==> src/rtl/serial_subtractor_ctrl_pkg.sv <==
// serial_sub_pkg: shared definitions for the bit-serial subtractor controller.
//   sub_state_e   : controller FSM states (IDLE, SHIFT, DONE)
//   SUB_WIDTH_DEF : default operand/result width
package serial_sub_pkg;

    localparam int unsigned SUB_WIDTH_DEF = 8;

    typedef enum logic [1:0] {
        IDLE,
        SHIFT,
        DONE
    } sub_state_e;

endpackage

==> src/rtl/serial_subtractor_ctrl_fullsub_bit.sv <==
// fullsub_bit: purely combinational 1-bit full subtractor (a - b - bin).
//   diff : difference bit
//   bout : borrow out
//   a    : minuend bit
//   b    : subtrahend bit
//   bin  : borrow in
module fullsub_bit (
    output logic diff,
    output logic bout,
    input  logic a,
    input  logic b,
    input  logic bin
);

    assign diff = a ^ b ^ bin;
    assign bout = (~a & b) | (~(a ^ b) & bin);

endmodule

==> src/rtl/serial_subtractor_ctrl.sv <==
// serial_subtractor_ctrl: bit-serial WIDTH-bit subtractor using one fullsub_bit
// cell, LSB first, one bit per clock, start/done handshake.
//   clk, rst        : rising-edge clock, synchronous active-high reset
//   start           : request, accepted in IDLE or DONE
//   a, b, bin       : minuend, subtrahend, initial borrow (latched on accept)
//   busy            : high while bits are being processed
//   done            : one-cycle pulse, result valid
//   diff, bout      : registered a - b - bin (mod 2^WIDTH) and final borrow
//   ovf             : signed overflow, only when SERIAL_SUB_OVF_EN is defined
module serial_subtractor_ctrl
    import serial_sub_pkg::*;
#(
    parameter int unsigned WIDTH = SUB_WIDTH_DEF
) (
    input  logic             clk,
    input  logic             rst,
    input  logic             start,
    input  logic [WIDTH-1:0] a,
    input  logic [WIDTH-1:0] b,
    input  logic             bin,
    output logic             busy,
    output logic             done,
    output logic [WIDTH-1:0] diff,
    output logic             bout
`ifdef SERIAL_SUB_OVF_EN
    ,
    output logic             ovf
`endif
);

    localparam int unsigned         CNT_W  = $clog2(WIDTH) + 1;
    localparam logic [CNT_W-1:0]    LAST   = CNT_W'(WIDTH - 1);
`ifdef SERIAL_SUB_OVF_EN
    localparam logic [CNT_W-1:0]    PENULT = CNT_W'(WIDTH - 2);
`endif

    sub_state_e        state, state_nxt;
    logic              load, step, last;

    logic [WIDTH-1:0]  a_sh, b_sh;
    // The final diff bit goes straight into diff, so only WIDTH-1 bits are kept.
    logic [WIDTH-2:0]  d_sh;
    logic [WIDTH-1:0]  d_nxt;
    logic              brw;
    logic [CNT_W-1:0]  cnt;
    logic              cell_d, cell_bo;
`ifdef SERIAL_SUB_OVF_EN
    logic              brw_msb;
`endif

    fullsub_bit u_cell (
        .diff (cell_d),
        .bout (cell_bo),
        .a    (a_sh[0]),
        .b    (b_sh[0]),
        .bin  (brw)
    );

    assign d_nxt = {cell_d, d_sh};

    always_ff @(posedge clk) begin
        if (rst) state <= IDLE;
        else     state <= state_nxt;
    end

    always_comb begin
        state_nxt = state;
        load      = 1'b0;
        step      = 1'b0;
        last      = (cnt == LAST);
        unique case (state)
            IDLE: begin
                if (start) begin
                    load      = 1'b1;
                    state_nxt = SHIFT;
                end
            end
            SHIFT: begin
                step = 1'b1;
                if (last) state_nxt = DONE;
            end
            DONE: begin
                if (start) begin
                    load      = 1'b1;
                    state_nxt = SHIFT;
                end else begin
                    state_nxt = IDLE;
                end
            end
            default: state_nxt = IDLE;
        endcase
    end

    // Result registers are written on the last SHIFT edge so they are already
    // valid during the DONE cycle, together with the done pulse.
    always_ff @(posedge clk) begin
        if (rst) begin
            a_sh <= '0;
            b_sh <= '0;
            d_sh <= '0;
            brw  <= 1'b0;
            cnt  <= '0;
            busy <= 1'b0;
            done <= 1'b0;
            diff <= '0;
            bout <= 1'b0;
`ifdef SERIAL_SUB_OVF_EN
            brw_msb <= 1'b0;
            ovf     <= 1'b0;
`endif
        end else begin
            busy <= (state_nxt == SHIFT);
            done <= 1'b0;
            if (load) begin
                a_sh <= a;
                b_sh <= b;
                brw  <= bin;
                cnt  <= '0;
            end
            if (step) begin
                a_sh <= a_sh >> 1;
                b_sh <= b_sh >> 1;
                d_sh <= d_nxt[WIDTH-1:1];
                brw  <= cell_bo;
                cnt  <= cnt + CNT_W'(1);
`ifdef SERIAL_SUB_OVF_EN
                // Borrow out of bit WIDTH-2 is the borrow into the MSB.
                if (cnt == PENULT) brw_msb <= cell_bo;
`endif
                if (last) begin
                    diff <= d_nxt;
                    bout <= cell_bo;
                    done <= 1'b1;
`ifdef SERIAL_SUB_OVF_EN
                    ovf  <= brw_msb ^ cell_bo;
`endif
                end
            end
        end
    end

endmodule

==> config.mk <==
export PLATFORM = sky130hd
export DESIGN_NAME = serial_subtractor_ctrl
export DESIGN_NICKNAME = d
export VERILOG_FILES = /design/src/rtl/serial_subtractor_ctrl_pkg.sv /design/src/rtl/serial_subtractor_ctrl_fullsub_bit.sv /design/src/rtl/serial_subtractor_ctrl.sv
export SDC_FILE = /design/constraint.sdc
export NUM_CORES = 1
export LEC_CHECK = 0
export BUFFER_PORTS_ARGS = -buffer_cell sky130_fd_sc_hd__buf_2
export CAP_MARGIN = 30
export CORE_MARGIN = 3
export CORE_UTILIZATION = 45
export DETAILED_ROUTE_END_ITERATION = 10
export GPL_TIMING_DRIVEN = 0
export PLACE_DENSITY = 0.65
export RECOVER_POWER = 50
export SLEW_MARGIN = 10
export SYNTH_ARGS = -nofsm -noshare
export SYNTH_HDL_FRONTEND = slang
export SYNTH_SLANG_ARGS = --single-unit
==> constraint.sdc <==
create_clock -name clk -period 1.2 [get_ports clk]
set_input_delay 0 -clock clk [delete_from_list [all_inputs] [get_ports clk]]
set_output_delay 0 -clock clk [all_outputs]
set_load 0.05 [all_outputs]
==> reports/metrics.csv <==
metric,value,unit
CP max stage cell,dfxtp_2,
post-synthesis area per instance,9.36,um2
share of layout cells above drive strength 1,34.3,%
IO Port Bufs,30,
worst skew pair latency,0.29,ns
post-synth cell types,26,
status,finished with violations,
Crit. End Element,register,
Pins Over Slew Limit,0,
Critical Path Most Common Cell,buf_6,
deepest clock path buffer count,2,
Power per Cell Area,1160,nW/um2
largest net degree at the start of global routing,12,
worst relative slew slack,61.0,%
Tot GR Track Use,20.3,%
clock net sink count,41,
routability cong.,0.751,
Setup CP Type,reg -> reg,
n_diodes,0,
startpoint types,register,
Worst-Margin Slew,0.587,ns
# DRC,0,
Crit path largest cell delay,0.33,ns
fmax,775,MHz
via count,1530,
critical path arrival,1.51,ns
Synth area leaders,"dfxtp_1 49%, nand2b_1 7.4%, a21oi_1 7.1%",
nets,263,
worst setup margin,-0.0898,ns
global-route wire length before repair,6780,um
die height,67.2,um
row cnt,21,
Post-Route WL,4040,um
critical path's top delay family,simple AND/OR/NAND/NOR gates,
vias in the first global route,1520,
cell with the most instances after synthesis,dfxtp_1,
Vias/cell,5.31,
dominant cell type by area after synthesis,dfxtp_1,
die area,4510,um2
post-synthesis net count,202,
clk slew on worst S/H paths,0.07,ns
average routed wire per standard cell,14.0,um
CTS tree,built,
total global routing overflow,0,
post-route cell area,2360,um2
Tcrit/Tclk final,107,%
Max IR drop VDD,0.000723,V
Max Cap Violations,0,
initial antenna violation count,0,
core footprint,3470,um2
initial drt markers,93,
buffers plus inverters on the worst setup path,2,
dpl hpwl,2440,um
Critical Path RT,1.42,ns
"non-filler cells, final",288,
post-synthesis sequential area ratio,48.7,%
worst-case clock skew,0.00640,ns
synthesized area,1680,um2
RSZ-0062 raised after global routing,true,
Final min period,1.29,ns
pre-CTS WS,-0.113,ns
Root Buffer,clkbuf_8,
HP Class,in -> reg,
"Top FF cell, synth",dfxtp_1,
Chip Width,67.2,um
ANT nets after route,0,
Fin. Hold Viols,0,
final setup TNS,-0.840,ns
CP Max Fanout,5,
CTS Buf Count,5,
Post-synth top cells,"41 x dfxtp_1, 24 x a21oi_1, 20 x nand2b_1",
top cell type's share of synthesized area,48.7,%
Post-Syn Instances,180,
DP Cell Count,256,
setup violators final,16,
Yosys warnings,0,
DP Area,1890,um2
Area Growth Syn to Fin,40.0,%
failing checks,negative setup slack,
initial core utilization,48.6,%
htree depth,2,
Async SR Flop Fraction,0,%
IO Pins,31,
post-synthesis sequential element count,41,
Leakage,0.000895,uW
first drt pass iteration count,4,
crit-path cells,nand2b_4 -> buf_6 -> nor3_4 -> buf_6 -> mux2i_1,
Post-synth EDFFs,0,
-- final cells by class --
class	count	area, um2
buffer	16	126
clock buffer	8	80.1
inverter	1	3.75
fill	300	1110
timing repair buffer	54	387
tap	46	57.6
sequential	41	832
multi-input combinational	122	872
-- stage by stage --
step / util (%) / hold slack, ns / power (uW)
finish: 68.0 / 0.0167 / 2740
global route: 68.0 / 0.0450 / 2860
CTS: 64.8 / 0.00826 / 2700
detailed placement: 54.5 / 0.286 / 1780
global placement: 54.5 / 0.270 / 1770
floorplan: - / 0.184 / 1680
-- state kept, by name (all words and copies together), names as in the netlist --
signal and cells:
bout 1, state 2, b_sh 8, diff 8, cnt 4, brw 1, busy 1, done 1
a_sh 8, d_sh 7
-- worst reg2reg max path, delay by kind of cell, from the launching register on --
kind,cells,cell delay (ns)
AND/OR/NAND/NOR,2,0.40
flip-flops,1,0.33
buffers and inverters,2,0.30
multiplexers,1,0.19
-- placed cells by master (no fill, tap or decap), drive strengths merged --
cell | Yosys | final
dfxtp | 41 | 41
buf | 12 | 40
a21oi | 24 | 24
clkbuf | 4 | 23
nand2b | 20 | 20
nand3 | 17 | 17
dlygate4sd3 | 0 | 15
nand2 | 15 | 15
a22oi | 15 | 15
mux2i | 10 | 10
nor2 | 3 | 3
nor3 | 3 | 3
nor3b | 3 | 3
nor2b | 2 | 2
mux2 | 2 | 2
nor4 | 2 | 2
inv | 1 | 1
and2b | 1 | 1
a211oi | 1 | 1
nand4 | 1 | 1
a311oi | 1 | 1
fa | 1 | 1
ha | 1 | 1
-- final timing paths --
check	from	endpoint	slack, ns	cells past startpoint
setup reg to reg	state[1]$_SDFF_PP0_	bout$_SDFFE_PP0P_	-0.09	5
hold / removal	a[7]	a_sh[7]$_SDFFE_PP0P_	0.02	3
setup / recovery	state[1]$_SDFF_PP0_	bout$_SDFFE_PP0P_	-0.09	5
hold reg to reg	d_sh[0]$_SDFFE_PP0P_	d_sh[0]$_SDFFE_PP0P_	0.47	2
-- routing by layer --
layer	wire (um)	part of all wire (%)	up-vias	GRT usage, %
met5	0	0	-	0
met3	162	4.0	4	6.99
met4	40	0.99	0	8.61
met2	2070	51	35	33.4
met1	1770	44	736	24.1
li1	-	-	755	-
-- what timing repair did --
| item | 4_1_cts | 5_1_grt |
|---|---|---|
| gates resized for setup | 22 | 27 |
| cloned | 1 | 0 |
| pin swaps | 4 | 16 |
| endpoints found under the setup margin | 31 | 39 |
| hold buffers | 14 | 1 |
| endpoints found under the hold margin | 14 | 1 |
| setup buffers | 6 | 2 |
-- kinds of logic (layout without fill, tap and decap cells) --
family / count (synthesis) / in the layout / share of synthesized area (%)
mux: 12 / 12 / 7.28
flops: 41 / 41 / 48.7
compound gates: 41 / 41 / 14.8
buf+inv: 17 / 79 / 5.57
simple gates: 67 / 67 / 21.7
fa+ha+maj: 2 / 2 / 1.93
-- power breakdown --
group / internal (uW) / switching [uW]
Combinational: 216 / 216
Clock: 413 / 441
Sequential: 1420 / 39.6
Total: 2050 / 697
Power figures use the tool's default switching activity.
